## config.mk

```make
export PLATFORM = sky130hd
export DESIGN_NAME = uart_rx_ctrl
export DESIGN_NICKNAME = d
export VERILOG_FILES = /design/src/rtl/uart_pkg.sv /design/src/rtl/uart_sync_fifo.sv /design/src/rtl/uart_rx_ctrl.sv
export SDC_FILE = /design/constraint.sdc
export NUM_CORES = 1
export LEC_CHECK = 0
export ABC_AREA = 1
export BUFFER_PORTS_ARGS = -buffer_cell sky130_fd_sc_hd__buf_2
export CAP_MARGIN = 0
export CORE_UTILIZATION = 43
export DETAILED_ROUTE_END_ITERATION = 6
export PLACE_DENSITY_LB_ADDON = 0.15
export SLEW_MARGIN = 20
export SYNTH_ARGS = -nofsm -noshare
export SYNTH_HDL_FRONTEND = slang
export SYNTH_HIERARCHICAL = 1
export SYNTH_SLANG_ARGS = --single-unit
```

## constraint.sdc

```tcl
create_clock -name clk -period 3.4 [get_ports clk]
set_input_delay 0.51 -clock clk [delete_from_list [all_inputs] [get_ports clk]]
set_output_delay 0.51 -clock clk [all_outputs]
set_load 0.02 [all_outputs]
```

## src/rtl/uart_pkg.sv

```systemverilog
// Shared register map, bit positions and types for the UART receive controller.
package uart_pkg;

  localparam logic [3:0] CTRL_OFF   = 4'h0;
  localparam logic [3:0] BAUD_OFF   = 4'h4;
  localparam logic [3:0] STATUS_OFF = 4'h8;
  localparam logic [3:0] DATA_OFF   = 4'hC;

  localparam int unsigned BAUD_W = 14;

  localparam int unsigned CTRL_EN         = 0;
  localparam int unsigned CTRL_IRQ_EN     = 1;
  localparam int unsigned CTRL_THRESH_LSB = 2;
  localparam int unsigned CTRL_FLUSH      = 8;

  localparam int unsigned STAT_NOT_EMPTY = 0;
  localparam int unsigned STAT_FULL      = 1;
  localparam int unsigned STAT_OVR       = 2;
  localparam int unsigned STAT_COUNT_LSB = 3;

  typedef struct packed {
    logic [2:0] thresh;
    logic       irq_en;
    logic       en;
  } ctrl_t;

  typedef enum logic {
    PH_IDLE,
    PH_RESP
  } bus_phase_e;

endpackage

```

## src/rtl/uart_sync_fifo.sv

```systemverilog
// Synchronous FIFO with flush; a pop in the same cycle as a push frees room for it.
module uart_sync_fifo #(
  parameter  int unsigned WIDTH = 8,
  parameter  int unsigned DEPTH = 8,
  localparam int unsigned PW    = $clog2(DEPTH),
  localparam int unsigned CW    = PW + 1
) (
  input  logic             clk,
  input  logic             reset,
  input  logic             push_i,
  input  logic             pop_i,
  input  logic             flush_i,
  input  logic [WIDTH-1:0] wdata_i,
  output logic [WIDTH-1:0] rdata_o,
  output logic [CW-1:0]    count_o,
  output logic             full_o,
  output logic             empty_o,
  output logic             drop_o
);

  logic [WIDTH-1:0] mem_q [DEPTH];
  logic [PW-1:0]    wr_ptr_q, rd_ptr_q;
  logic [CW-1:0]    count_q;
  logic             do_push, do_pop;

  assign empty_o = (count_q == '0);
  assign full_o  = (count_q == CW'(DEPTH));
  assign do_pop  = pop_i & ~empty_o & ~flush_i;
  assign do_push = push_i & ~flush_i & (~full_o | do_pop);
  assign drop_o  = push_i & ~flush_i & full_o & ~do_pop;
  assign rdata_o = mem_q[rd_ptr_q];
  assign count_o = count_q;

  // NOTE: storage is deliberately not reset; occupancy is tracked by the
  // pointers and count, so a stale entry can never be observed.
  always_ff @(posedge clk) begin
    if (do_push) mem_q[wr_ptr_q] <= wdata_i;
  end

  // NOTE: sequential state uses non-blocking assignments so every register
  // samples pre-edge values regardless of statement order.
  always_ff @(posedge clk) begin
    if (reset || flush_i) begin
      wr_ptr_q <= '0;
      rd_ptr_q <= '0;
      count_q  <= '0;
    end else begin
      if (do_push) wr_ptr_q <= wr_ptr_q + 1'b1;
      if (do_pop)  rd_ptr_q <= rd_ptr_q + 1'b1;
      count_q <= count_q + CW'(do_push) - CW'(do_pop);
    end
  end

endmodule

```

## src/rtl/uart_rx_ctrl.sv

```systemverilog
// Register front-end for the UART receiver: baud/enable control, receive FIFO,
// overrun tracking and level interrupt behind a four-register bus window.
module uart_rx_ctrl
  import uart_pkg::*;
#(
  parameter int unsigned        FIFO_DEPTH = 8,
  parameter logic [BAUD_W-1:0]  BAUD_RESET = 14'd5208,
  parameter int unsigned        ADDR_W     = 4
) (
  input  logic              clk,
  input  logic              reset,
  input  logic              bus_sel,
  input  logic              bus_we,
  input  logic [ADDR_W-1:0] bus_addr,
  input  logic [31:0]       bus_wdata,
  output logic [31:0]       bus_rdata,
  output logic              bus_ready,
  input  logic              rx_done,
  input  logic [7:0]        rx_data,
  output logic              rx_rst,
  output logic [BAUD_W-1:0] baud_div,
  output logic              irq
);

  localparam int unsigned CW = $clog2(FIFO_DEPTH) + 1;

  bus_phase_e        phase_q;
  ctrl_t             ctrl_q, ctrl_d;
  logic [BAUD_W-1:0] baud_q, baud_d;
  logic [1:0]        hold_q;
  logic              ovr_q, irq_q;
  logic [31:0]       rdata_q, rd_val;

  logic [ADDR_W-1:0] word_addr;
  logic              accept, wr, rd;
  logic              hit_ctrl, hit_baud, hit_status, hit_data;
  logic              push, pop, flush, ovr_clr, lvl_hit;
  logic [7:0]        fifo_rdata;
  logic [CW-1:0]     fifo_count;
  logic              fifo_full, fifo_empty, fifo_drop;
  logic              unused_bits;

  assign word_addr  = {bus_addr[ADDR_W-1:2], 2'b00};
  assign hit_ctrl   = (word_addr == ADDR_W'(CTRL_OFF));
  assign hit_baud   = (word_addr == ADDR_W'(BAUD_OFF));
  assign hit_status = (word_addr == ADDR_W'(STATUS_OFF));
  assign hit_data   = (word_addr == ADDR_W'(DATA_OFF));

  assign accept  = bus_sel & (phase_q == PH_IDLE);
  assign wr      = accept & bus_we;
  assign rd      = accept & ~bus_we;

  // Receiver is held in reset while disabled and for two cycles after a BAUD write.
  assign rx_rst  = reset | ~ctrl_q.en | (hold_q != 2'd0);
  assign push    = rx_done & ctrl_q.en & ~rx_rst;
  assign pop     = rd & hit_data & ~fifo_empty;
  assign flush   = wr & hit_ctrl & bus_wdata[CTRL_FLUSH];
  assign ovr_clr = wr & hit_status & bus_wdata[STAT_OVR];
  assign lvl_hit = 5'(fifo_count) >= ({2'b00, ctrl_q.thresh} + 5'd1);

  assign unused_bits = ^{bus_wdata[31:BAUD_W], bus_addr[1:0]};

  uart_sync_fifo #(
    .WIDTH (8),
    .DEPTH (FIFO_DEPTH)
  ) u_fifo (
    .clk     (clk),
    .reset   (reset),
    .push_i  (push),
    .pop_i   (pop),
    .flush_i (flush),
    .wdata_i (rx_data),
    .rdata_o (fifo_rdata),
    .count_o (fifo_count),
    .full_o  (fifo_full),
    .empty_o (fifo_empty),
    .drop_o  (fifo_drop)
  );

  // NOTE: every combinational output gets a default first so no path leaves
  // it unassigned and no latch is inferred.
  always_comb begin
    rd_val        = '0;
    ctrl_d.en     = bus_wdata[CTRL_EN];
    ctrl_d.irq_en = bus_wdata[CTRL_IRQ_EN];
    ctrl_d.thresh = bus_wdata[CTRL_THRESH_LSB +: 3];
    baud_d        = (bus_wdata[BAUD_W-1:0] == '0) ? BAUD_W'(1) : bus_wdata[BAUD_W-1:0];
    if (hit_ctrl) begin
      rd_val[CTRL_EN]               = ctrl_q.en;
      rd_val[CTRL_IRQ_EN]           = ctrl_q.irq_en;
      rd_val[CTRL_THRESH_LSB +: 3]  = ctrl_q.thresh;
    end else if (hit_baud) begin
      rd_val[BAUD_W-1:0] = baud_q;
    end else if (hit_status) begin
      rd_val[STAT_NOT_EMPTY]       = ~fifo_empty;
      rd_val[STAT_FULL]            = fifo_full;
      rd_val[STAT_OVR]             = ovr_q;
      rd_val[STAT_COUNT_LSB +: 5]  = 5'(fifo_count);
    end else if (hit_data && !fifo_empty) begin
      rd_val[7:0] = fifo_rdata;
    end
  end

  always_ff @(posedge clk) begin
    if (reset) begin
      phase_q <= PH_IDLE;
      ctrl_q  <= '0;
      baud_q  <= BAUD_RESET;
      hold_q  <= 2'd0;
      ovr_q   <= 1'b0;
      irq_q   <= 1'b0;
      rdata_q <= '0;
    end else begin
      rdata_q <= '0;
      case (phase_q)
        PH_IDLE: if (bus_sel) begin
          phase_q <= PH_RESP;
          rdata_q <= bus_we ? 32'd0 : rd_val;
        end
        PH_RESP: phase_q <= PH_IDLE;
      endcase

      if (wr && hit_ctrl) ctrl_q <= ctrl_d;

      if (wr && hit_baud) begin
        baud_q <= baud_d;
        hold_q <= 2'd2;
      end else if (hold_q != 2'd0) begin
        hold_q <= hold_q - 2'd1;
      end

      // A new overrun in the same cycle as the clear keeps the flag set.
      if (fifo_drop)    ovr_q <= 1'b1;
      else if (ovr_clr) ovr_q <= 1'b0;

      irq_q <= ctrl_q.irq_en & (lvl_hit | ovr_q);
    end
  end

  assign bus_ready = (phase_q == PH_RESP);
  assign bus_rdata = rdata_q;
  assign baud_div  = baud_q;
  assign irq       = irq_q;

endmodule

```

Yosys cells after proc, flatten, opt, wreduce, memory -nomap -nowiden
Memory sizes are Yosys's and may differ from the RTL's. A register that Yosys moved wholly into a read port is not among the register bits.
Cells that the tools add are included.
{"block": "op_classes", "bitwise_logic": 32, "eq_ne": 4, "n_reduce_logical": 16, "magnitude_cmp": 1, "mux": 15, "add_sub_neg": 6}
{"cell": "8-bit two-way mux", "count": 3}
{"cell": "1-bit bitwise AND", "count": 18}
{"cell": "14-bit logical NOT", "count": 1}
{"cell": "14-bit two-way mux", "count": 1}
{"cell": "1-bit inverter", "count": 10}
{"cell": "4-bit logical NOT", "count": 2}
{"cell": "3-bit by 1-bit adder with 3-bit output, second input constant", "count": 2}
{"cell": "3-bit two-way mux", "count": 2}
{"cell": "2-bit nonzero test", "count": 3}
{"cell": "6-bit OR reduction", "count": 1}
{"cell": "1-bit two-way mux", "count": 5}
{"cell": "5-bit two-way mux", "count": 1}
{"cell": "5-bit OR reduction", "count": 1}
{"cell": "3-bit by 1-bit adder with 4-bit output, second input constant", "count": 1}
{"cell": "4-bit by 1-bit adder with 4-bit output", "count": 1}
{"cell": "2-bit equality test, second input constant", "count": 2}
{"cell": "4-bit equality test, second input constant", "count": 1}
{"cell": "4-bit >= comparator", "count": 1}
{"cell": "2-bit two-way mux", "count": 2}
{"cell": "1-bit bitwise OR", "count": 4}
{"cell": "4-bit OR reduction", "count": 1}
{"cell": "4-bit by 1-bit subtractor with 4-bit output", "count": 1}
{"cell": "1-bit logical AND", "count": 3}
{"cell": "3-bit OR reduction", "count": 1}
{"cell": "6 further kinds", "count": 6}
{"block": "totals", "word_cells": 91, "regBits": 66, "input_bits": 49, "mem_count": 1, "mem_bits_rw": 64}
{"name": "u_fifo.mem_q", "depth": 8, "width": 8, "rd": 1, "rd_clocked_by_memory_dff": 1, "wr": 1, "line_no": "uart_sync_fifo.sv:21", "text": "logic [WIDTH-1:0] mem_q [DEPTH];"}

Logic depth before layout (Yosys ltp)
Gate-level depths: netlist of the first run.
{"block": "logic_depth", "ltp_word": 11, "mapped_depth": 20}

Modules after synthesis
The synthesis of the first run kept the hierarchy.
{"mod": "uart_sync_fifo", "instances": 1, "area_per_inst_um2": 3269.4, "seq_area_each_um2": 2182.1, "cells_each": 294}
{"mod": "uart_rx_ctrl", "instances": 1, "area_per_inst_um2": 1836.8, "seq_area_each_um2": 760.7, "cells_each": 253}

Worst setup path after synthesis of the first run
No wires, ideal clock.
{"block": "synth_path", "kind": "in2reg", "start": "input port bus_addr[3]", "end": "register u_fifo.count_q[2] (netlist: u_fifo/count_o[2])", "arrival_ps": 2589, "path_stages": 17, "required_ps": 3286, "path_slack_ps": 697, "cell_sequence": "buf_4 nor2_4 inv_2 nor2_4 inv_1 nor2_1 nor2_1 nand2_4 nand2_4 nand2_4 ha_1 inv_1 ha_1 inv_1 fa_1 xor2_1 nor2_1"}
{"block": "synth_between", "elab_chain_len": 9, "elab_cells_between_ends": 15, "cone_classes": "2 x add/sub; 1 x eq/ne; 10 x bitwise; 2 x reduce/logical"}
{"element": "start, declared", "line_no": "uart_rx_ctrl.sv:14", "text": "input logic [ADDR_W-1:0] bus_addr,"}
{"element": "4-bit logical NOT *", "line_no": "uart_rx_ctrl.sv:44", "text": "assign hit_ctrl = (word_addr == ADDR_W'(CTRL_OFF));"}
{"element": "1-bit bitwise AND * (2 in series)", "line_no": "uart_rx_ctrl.sv:57", "text": "assign flush = wr & hit_ctrl & bus_wdata[CTRL_FLUSH];"}
{"element": "named net flush", "line_no": "uart_rx_ctrl.sv:37", "text": "logic push, pop, flush, ovr_clr, lvl_hit;"}
{"element": "1-bit inverter", "line_no": "uart_sync_fifo.sv:28, uart_sync_fifo.sv:29"}
{"element": "1-bit bitwise AND", "line_no": "uart_sync_fifo.sv:28", "text": "assign do_pop = pop_i & ~empty_o & ~flush_i;"}
{"element": "1-bit bitwise OR", "line_no": "uart_sync_fifo.sv:29", "text": "assign do_push = push_i & ~flush_i & (~full_o | do_pop);"}
{"element": "1-bit bitwise AND", "line_no": "uart_sync_fifo.sv:29"}
{"element": "4-bit by 1-bit adder with 4-bit output", "line_no": "uart_sync_fifo.sv:50", "text": "count_q <= count_q + CW'(do_push) - CW'(do_pop);"}
{"element": "4-bit by 1-bit subtractor with 4-bit output", "line_no": "uart_sync_fifo.sv:50"}
{"element": "end signal, assigned", "line_no": "uart_sync_fifo.sv:50"}
{"element": "end, declared", "line_no": "uart_sync_fifo.sv:23", "text": "logic [CW-1:0] count_q;"}
Mark *: on every way through the listed nets, which the timed path passes. The rest lies on a longest branch.
A chain may end at the register's enable or synchronous reset.

Worst setup path in the final report of the first run
{"block": "layout_path", "start": "register u_fifo.count_q[2] (netlist: u_fifo/count_o[2])", "end": "register u_fifo.count_q[2] (netlist: u_fifo/count_o[2])"}
{"block": "layout_between", "elab_chain_len": 9, "elab_cells_between_ends": 11, "cone_classes": "2 x add/sub; 1 x eq/ne; 7 x bitwise; 1 x reduce/logical"}
{"element": "4-bit logical NOT *", "line_no": "uart_sync_fifo.sv:26", "text": "assign empty_o = (count_q == '0);"}
{"element": "named net fifo_empty", "line_no": "uart_rx_ctrl.sv:40", "text": "logic fifo_full, fifo_empty, fifo_drop;"}
{"element": "1-bit inverter *", "line_no": "uart_rx_ctrl.sv:56", "text": "assign pop = rd & hit_data & ~fifo_empty;"}
{"element": "1-bit bitwise AND *", "line_no": "uart_rx_ctrl.sv:56"}
{"element": "named net pop", "line_no": "uart_rx_ctrl.sv:37"}
{"element": "1-bit bitwise AND * (2 in series)", "line_no": "uart_sync_fifo.sv:28"}
{"element": "1-bit bitwise OR", "line_no": "uart_sync_fifo.sv:29"}
{"element": "1-bit bitwise AND", "line_no": "uart_sync_fifo.sv:29"}
{"element": "4-bit by 1-bit adder with 4-bit output", "line_no": "uart_sync_fifo.sv:50"}
{"element": "4-bit by 1-bit subtractor with 4-bit output *", "line_no": "uart_sync_fifo.sv:50"}
Marks and branches as above.

==> results.yml, run 1 <==
detailed_routing:
  ant_nets: 0
  vias: 3788
  drc: 27
  drt-initial-drc-count: 328
  wl_per_cell_um: 14.35
  vias_per_cell: 4.875
  drt_wl_total_um: 11150
  drt_pass1_iterations: 7
global_route:
  grt_pass1_wl_um: 18410
  met2_usage_pct: 30.82
  grt_use_met3_pct: 5.686
  grt-busiest-layer: "met2"
  grt_max_degree: 34
  grtUsageMet1_pct: 26.23
  antenna_found_initial: 0
  grt_pass1_vias: 3705
  grt_overflow_total: 0
  gr-usage-all-layers_pct: 19.70
clocking:
  cts_buffers: 17
  cts.clk_slew.worst_paths_ps: 50
  clockBufferDepth: 2
  cts-hold-fix-buffers: 0
  cts_tree: "yes"
  clock_latency_ps: 400
  cts.repair.resized: 0
  cts.sinks: 115
  cts-root-buf: "clkbuf_16"
  post-cts-setup-buffer-count: 0
  htreeDepth: 4
cells_and_area:
  layout-drive-gt1-share_pct: 18.45
  fin_area_um2: 6093
  final_util_pct: 52.91
  syn_to_final_growth_pct: 19.33
  fillers: 1034
  final_cells: 777
  seqCellArea_um2: 2943
  nets: 684
  n_antenna_cell: 0
  multi_input_area_um2: 1772
yosys:
  synth-seq-cells: 115
  synth_edf_count: 64
  synth_top_area_share_pct: 37.64
  netlist_instances: 547
  syn_area_per_cell_um2: 9.335
  syn_area_um2: 5106
  yosysMostFrequentCell: "nor2_1"
  synth.top_cells.by_count: "nor2_1, nand2_1, edfxtp_1"
  synth_area_leaders: "edfxtp_1, dfxtp_1, nor2_1"
  netlist.top_cell.by_area: "edfxtp_1"
  yosys.cell_types.count: 36
  ys_async_sr_fraction_pct: 0
  ys_warn_count: 6
  synthFlopType: "edfxtp_1"
  synth_seq_area_share_pct: 57.63
critical_path:
  cp-start-kind: "flip-flop"
  critPathArrivalTime_ps: 3200
  crit_path_end_kind: "flip-flop"
  cp_max_fo: 8
  cp.required_ps: 3690
  critical_path_class: "reg2reg"
worst_hold_path:
  hp-class: "in2reg"
sta:
  period_share_pct: 85.39
  hold_viol_final: 0
  skew_ps: 7.229
  setup_viol: 0
  period_needed_ps: 2903
  max_freq_mhz: 344.4
  tns_ps: 0
  slew_viol_final: 0
  slew_headroom_pct: 37.80
  tightest_slew_ps: 931.8
  rsz0062_at_grt: "false"
flow_run:
  max-cap-violations: 0
floorplanning:
  ios: 98
  die_area_um2: 12310
  initial_core_util_pct: 44.34
  rows: 39
  die-width_um: 111.0
  core_area_um2: 11520
  die_h_um: 111.0
placed_design:
  dp.final_hpwl_um: 7502
  dp_cells: 745
  io_buffers: 59
  placed_area_um2: 5478
  place.gp.congestion: 0.8021
status:
  violations: "design-rule violations"
  status: "finished with violations"
power:
  p_per_area_nw_per_um2: 566.7
  finalPower_w: 0.003453
  p_leak_nw: 2.562
  vdd_drop_max_mv: 0.2411
[flip-flops by register name, indices dropped and copies added (netlist names), named ones only]
signal / count
u_fifo/mem_q: 64
baud_div: 14
bus_rdata: 14
ctrl_q: 5
u_fifo/count_o: 4
u_fifo/rd_ptr_q: 3
u_fifo/wr_ptr_q: 3
hold_q: 2
bus_ready: 1
irq: 1
ovr_q: 1
[power by group]
group          internal (W)  switching [W]  total, W
clock network       0.00122       0.000618   0.00184
logic             0.0000349      0.0000940  0.000129
registers           0.00148     0.00000770   0.00149
[metal layers]
| metal | vias up | routed length (um) |
|---|---|---|
| met5 | - | 0 |
| met4 | 0 | 80 |
| met1 | 1751 | 5303 |
| met3 | 6 | 684 |
| met2 | 122 | 5079 |
| li1 | 1909 | - |
[metrics by stage]
step	setup WS, ps	hold WS, ps
after global routing	202.8	351.8
after CTS	489.4	332.0
after detailed placement	359.5	434.4
after global placement	426.8	425.8
final	496.8	351.4
after floorplan	696.6	420.7
[final cells by class]
class / count / area share, %
flip-flops and latches: 115 / 48.30
multi-input cells: 363 / 29.08
clock buffers: 18 / 7.043
repair buffers: 71 / 6.324
inverters: 53 / 3.265
clock inverters: 14 / 3.060
well taps: 143 / 2.936
[cell usage in the layout (no fill, tap or decap), types with 5 or more instances in the layout]
master	synthesis	routed
clkbuf_16	0	17
nor2_1	125	125
nand3_1	12	12
conb_1	1	18
o21ai_1	29	29
edfxtp_1	64	64
dfxtp_1	51	51
o211ai_1	5	5
buf_2	4	59
o21ai_0	44	44
nand2_1	77	77
buf_4	20	12
nor3_1	6	6
ha_1	13	13
inv_1	48	48
a21oi_1	14	14
[worst paths after layout]
check | from | to | slack, ps | depth (start not counted)
max | u_fifo/count_o[2] | u_fifo/count_o[2] | 500 | 19
min | bus_wdata[10] | baud_div[10] | 350 | 3
max reg2reg | u_fifo/count_o[2] | u_fifo/count_o[2] | 500 | 19
min reg2reg | baud_div[13] | bus_rdata[13] | 440 | 2
[critical path: stages, from the launching register on]
cell and delay [ps]:
dfxtp_1 370, inv_1 100, ha_1 210, nand2_2 110
inv_1 40, inv_1 80, nand3_1 90, nor2_1 130
inv_1 50, nor2_1 170, nand2_4 120, nand2_4 140
nand2_4 80, ha_1 300, inv_1 60, ha_1 140
inv_1 60, fa_1 380, xor2_1 140, nor2_1 50
[kinds of logic (layout without fill, tap and decap cells)]
group / count (synthesis) / in the layout / synth area share (%)
AOI/OAI and AO/OA: 95 / 95 / 9.728
xor gates and xnor gates: 2 / 2 / 0.3431
adders and majority gates: 14 / 14 / 3.578
buffers and inverters: 86 / 156 / 8.919
DFF: 115 / 115 / 57.63
other: 1 / 18 / 0.07344
and+or+nand+nor: 234 / 234 / 19.73
(Power assumes the default switching activity.)
==> run 2, diff against run 1 <==
- ABC_AREA: 1 -> default
==> run 2 against run 1 <==
  * Non-clock buffer count rose by 7
  * Critical path depth fell by 3
  * Global-route usage fell by 1.5 points
  * Fmax fell by 4.3%
  * The flow now finishes without violations
  * Sequential share of layout area rose by 0.44 points
  * Design area fell by 0.90%
  * Setup slack got worse by 130 ps
  * Routed wire length fell by 7.8%
  * Register-to-register slack got worse by 130 ps
  * Critical path type unchanged
  * Hold slack got worse by 13 ps
  * Core utilization fell by 0.25 points
  * Area after synthesis fell by 0.83%
==> results.yml, run 2 <==
status:
  status: "finished, final reports clean"
critical_path:
  startpoint: "u_fifo/count_o[2]"
  cp.required_ps: 3700
  r2r_setup_slack_ps: 370
  crit_path_end_kind: "flip-flop"
  crit_end: "u_fifo/count_o[2]"
  critPathArrivalTime_ps: 3330
  cp-start-kind: "flip-flop"
  r2r-start: "u_fifo/count_o[2]"
  critical_path_class: "reg2reg"
  cp_max_fo: 3
  reg2reg_to: "u_fifo/count_o[2]"
  rr_worst_depth: 16
detailed_routing:
  drt_pass1_iterations: 4
  vias: 3228
  drt-initial-drc-count: 121
  ant_nets: 0
  wl_per_cell_um: 16.41
  drc: 0
  vias_per_cell: 5.157
  drt_wl_total_um: 10270
cells_and_area:
  largest_reg_flops: 64
  multi_input_area_um2: 1894
  layout-drive-gt1-share_pct: 26.92
  final_cell_mix: "edfxtp_1, buf_2, dfxtp_1"
  top_register: "u_fifo/mem_q"
  seqCellArea_um2: 2943
  n_antenna_cell: 0
  fillers: 1004
  final_util_pct: 52.66
  nets: 533
  final_common_cell: "edfxtp_1"
  syn_to_final_growth_pct: 19.25
sta:
  period_share_pct: 89.22
  tns_ps: 0
  slew_headroom_pct: 47.59
  max_freq_mhz: 329.7
  hold_viol_final: 0
  slew_viol_final: 0
  period_needed_ps: 3033
  rsz0062_at_grt: "false"
  skew_ps: 10.08
  tightest_slew_ps: 785.0
  setup_viol: 0
floorplanning:
  initial_core_util_pct: 44.16
  ios: 98
  core_area_um2: 11470
  die_h_um: 110.5
  rows: 39
  die_area_um2: 12210
  die-width_um: 110.5
yosys:
  yosysMostFrequentCell: "edfxtp_1"
  synth_seq_area_share_pct: 58.12
  yosys.cell_types.count: 56
  syn_area_per_cell_um2: 13.02
  synth_top_area_share_pct: 37.95
  netlist.top_cell.by_area: "edfxtp_1"
  synth-seq-cells: 115
  ys_warn_count: 6
  synth_edf_count: 64
  syn_area_um2: 5064
  synth.top_cells.by_count: "edfxtp_1, dfxtp_1, nand2_1"
  netlist_instances: 389
  ys_async_sr_fraction_pct: 0
  synth_area_leaders: "edfxtp_1, dfxtp_1, mux4_1"
  synthFlopType: "edfxtp_1"
worst_hold_path:
  hold_depth: 3
  hp-class: "in2reg"
clocking:
  clock_latency_ps: 420
  cts.sinks: 115
  cts_tree: "yes"
  cts_buffers: 17
  cts-root-buf: "clkbuf_16"
  htreeDepth: 4
  post-cts-setup-buffer-count: 0
  cts.clk_slew.worst_paths_ps: 50
  clockBufferDepth: 2
global_route:
  grt_pass1_vias: 3240
  grt-busiest-layer: "met2"
  grt_overflow_total: 0
  met2_usage_pct: 27.37
  grt_max_degree: 30
  antenna_found_initial: 0
  grt_pass1_wl_um: 16520
  gr-usage-all-layers_pct: 18.18
  grt_use_met3_pct: 5.653
  grtUsageMet1_pct: 23.42
power:
  p_leak_nw: 2.330
  p_per_area_nw_per_um2: 526.1
  vdd_drop_max_mv: 0.4510
flow_run:
  max-cap-violations: 0
placed_design:
  place.gp.congestion: 0.7778
  io_buffers: 59
  dp.final_hpwl_um: 7057
==> run 2: changes by cell type after synthesis, sizes merged, moves of 10 or more <==
cell,change
inv,-37
mux4,+16
nand2,-44
nor2b,+10
o21ai,-68
nand3,-12
nor2,-101
mux2i,+10
==> run 2: how the worst min path moves through the flow <==
stage,startpoint,end
2_1_floorplan,hold_q[1],hold_q[1]
3_3_place_gp,hold_q[1],hold_q[1]
3_5_place_dp,baud_div[11],baud_div[11]
4_1_cts,bus_wdata[6],baud_div[6]
5_1_grt,bus_wdata[6],baud_div[6]
6_report,bus_wdata[6],baud_div[6]
==> run 2: layer usage <==
metal | wire length, um | up-vias
li1 | - | 1551
met5 | 0 | -
met1 | 4915 | 1589
met4 | 259 | 0
met2 | 4755 | 68
met3 | 342 | 20
==> run 2: report_power, final <==
| part | switching [W] | internal (W) | total [W] |
|---|---|---|---|
| clock | 0.000587 | 0.000987 | 0.00157 |
| combinational | 0.0000842 | 0.0000374 | 0.000122 |
| sequential | 0.00000550 | 0.00148 | 0.00148 |
==> run 2: what timing repair did <==
item / CTS / global route
setup endpoints to repair: 0 / 1
hold buffers: 0 / 0
resized for setup: 0 / 1
==> run 2: cell type report <==
class	instances	share of cell area, %
inverters	15	0.9324
well taps	143	2.963
clock buffers	20	7.232
clock inverters	12	1.513
multi-input cells	243	31.37
flip-flops and latches	115	48.74
repair buffers	78	7.252
==> run 2: worst max-delay path, stage by stage, from the launching register on <==
cell and delay (ps):
dfxtp_1 370, inv_1 90, ha_1 230, nor3b_2 170
and2b_1 220, nand2_1 50, nor3_1 180, nor3b_2 260
o21a_1 170, inv_1 60, ha_1 280, inv_1 60
ha_1 160, inv_1 60, fa_1 370, xor2_1 140
nor2_1 50
==> run 2: logic make-up after synthesis <==
group | count (synthesis) | synth area share (%)
flops | 115 | 58.12
fa+ha+maj | 14 | 3.608
simple gates | 130 | 14.31
other cells | 1 | 0.07406
buf+inv | 48 | 5.831
compound gates | 45 | 5.733
mux | 34 | 11.98
xor+xnor | 2 | 0.3460
==> run 2: stage by stage <==
step / worst slack (ps) / std cells / instance area, um^2 / hold WS [ps] / power [W]
floorplan: 328.2 / 406 / 5127 / 439.7 / 0.001597
global placement: 307.9 / 594 / 5505 / 448.2 / 0.001627
detailed placement: 255.3 / 594 / 5505 / 462.2 / 0.001630
CTS: 244.8 / 626 / 6033 / 318.0 / 0.003214
global route: 92.75 / 626 / 6038 / 335.8 / 0.003286
finish: 366.6 / 626 / 6038 / 338.4 / 0.003177
==> run 3, diff against run 2 <==
- HOLD_SLACK_MARGIN: default -> 0.03
- MAX_ROUTING_LAYER: default -> met4
==> run 3 against run 2 <==
  * Critical path depth stayed put
  * Total power hardly changed
  * Clock-buffer cell count is the same
  * First-iteration DRC count rose by 13%
  * Largest cell class unchanged
  * Largest power group unchanged
==> results.yml, run 3 (synthesis gave the netlist of run 2 again) <==
cells_and_area:
  fillers: 1004
  final_cell_mix: "edfxtp_1, buf_2, dfxtp_1"
  syn_to_final_growth_pct: 19.25
  layout-drive-gt1-share_pct: 26.92
  n_antenna_cell: 0
  nets: 533
  final_common_cell: "edfxtp_1"
  top_register: "u_fifo/mem_q"
  largest_reg_flops: 64
floorplanning:
  core_area_um2: 11470
  die_h_um: 110.5
  ios: 98
  die_area_um2: 12210
  rows: 39
  initial_core_util_pct: 44.16
  die-width_um: 110.5
global_route:
  gr-usage-all-layers_pct: 18.67
  antenna_found_initial: 0
  grt_max_degree: 30
  grt_overflow_total: 0
  grt_pass1_vias: 3243
  grt_pass1_wl_um: 16500
clocking:
  cts.sinks: 115
  clock_latency_ps: 420
  cts.clk_slew.worst_paths_ps: 50
  clockBufferDepth: 2
  cts_buffers: 17
  cts-root-buf: "clkbuf_16"
  cts_tree: "yes"
  cts-hold-fix-buffers: 0
  htreeDepth: 4
  post-cts-setup-buffer-count: 0
  cts.repair.resized: 0
sta:
  slew_headroom_pct: 47.57
  period_share_pct: 89.24
  hold_viol_final: 0
  max_freq_mhz: 329.6
  rsz0062_at_grt: "false"
  skew_ps: 9.821
  setup_viol: 0
  period_needed_ps: 3034
  slew_viol_final: 0
  tightest_slew_ps: 785.4
  hold_ws_ps: 334.8
  tns_ps: 0
  fin_ws_ps: 365.7
detailed_routing:
  drt-initial-drc-count: 137
  vias_per_cell: 5.169
  drc: 0
  ant_nets: 0
  vias: 3236
  drt_pass1_iterations: 4
  drt_wl_total_um: 10270
  wl_per_cell_um: 16.40
worst_hold_path:
  min_from: "bus_wdata[6]"
  hold_end: "baud_div[6]"
  hp-class: "in2reg"
  hold_depth: 3
placed_design:
  dp_slack_ps: 255.3
  place.gp.congestion: 0.7885
  io_buffers: 59
  dp.final_hpwl_um: 7057
critical_path:
  cp_max_fo: 3
  cp-start-kind: "flip-flop"
  cp.required_ps: 3700
  critPathArrivalTime_ps: 3330
  path_depth: 16
  crit_slowest_cell: "dfxtp_1"
  r2r_setup_slack_ps: 370
  critical_path_class: "reg2reg"
  cp_num_buf_inv: 4
  cpMostUsedCell: "inv_1"
  slowest_delay_ps: 370
  reg2reg_to: "u_fifo/count_o[2]"
  r2r-start: "u_fifo/count_o[2]"
  rr_worst_depth: 16
  crit_path_end_kind: "flip-flop"
  crit_path_cell_trace: "inv_1 -> ha_1 -> nor3b_2 -> and2b_1 -> nand2_1 -> nor3_1 -> nor3b_2 -> o21a_1 -> inv_1 -> ha_1 -> inv_1 -> ha_1 -> inv_1 -> fa_1 -> xor2_1 -> nor2_1"
  path_delay_family: "adder cells"
power:
  vdd_drop_max_mv: 0.4509
  p_per_area_nw_per_um2: 526.4
  p_leak_nw: 2.330
flow_run:
  max-cap-violations: 0
status:
  status: "finished, final reports clean"
[run 3: cell counts in the layout (fill, tap and decap cells not counted)]
No cell type changed its count.
[run 3: routing by layer]
layer  up-vias  global-route usage, %  routed length (um)
met5         -                      -                   0
met4         0                  9.867                 270
met1      1591                  23.38                4873
met2        73                  27.37                4750
met3        23                  5.488                 372
li1       1549                      -                   -
[run 3: worst min-delay path, delay by kind of cell]
kind	cells	cell delay, ps
and+or+nand+nor	2	110
buffers and inverters	1	90
[run 3: power breakdown]
group | switching, W | internal [W] | total, W
combinational | 0.0000841 | 0.0000374 | 0.000122
sequential | 0.00000554 | 0.00148 | 0.00148
clock | 0.000589 | 0.000987 | 0.00158
[run 3: worst max path at each step]
stage	endpoint	startpoint	slack [ps]
3_5_place_dp	u_fifo/count_o[2]	u_fifo/count_o[2]	260
3_3_place_gp	u_fifo/count_o[2]	u_fifo/count_o[2]	310
2_1_floorplan	u_fifo/count_o[2]	u_fifo/count_o[2]	330
5_1_grt	u_fifo/count_o[2]	u_fifo/count_o[2]	90
4_1_cts	u_fifo/count_o[2]	u_fifo/count_o[2]	240
6_report	u_fifo/count_o[2]	u_fifo/count_o[2]	370
[run 3: metrics by stage]
| step | util (%) | power (W) | area (um^2) | std cells |
|---|---|---|---|---|
| after floorplan | - | 0.001597 | 5127 | 406 |
| after global placement | 48.01 | 0.001627 | 5505 | 594 |
| after detailed placement | 48.01 | 0.001630 | 5505 | 594 |
| after CTS | 52.61 | 0.003214 | 6033 | 626 |
| after global routing | 52.66 | 0.003285 | 6038 | 626 |
| final | 52.66 | 0.003178 | 6038 | 626 |
[run 3: final cells by class]
| class | instances | area, um^2 | area share [%] |
|---|---|---|---|
| clock buffer | 20 | 436.7 | 7.232 |
| inverter | 15 | 56.30 | 0.9324 |
| timing repair buffer | 78 | 437.9 | 7.252 |
| sequential | 115 | 2943 | 48.74 |
| tap | 143 | 178.9 | 2.963 |
| clock inverter | 12 | 91.34 | 1.513 |
| multi-input combinational | 243 | 1894 | 31.37 |
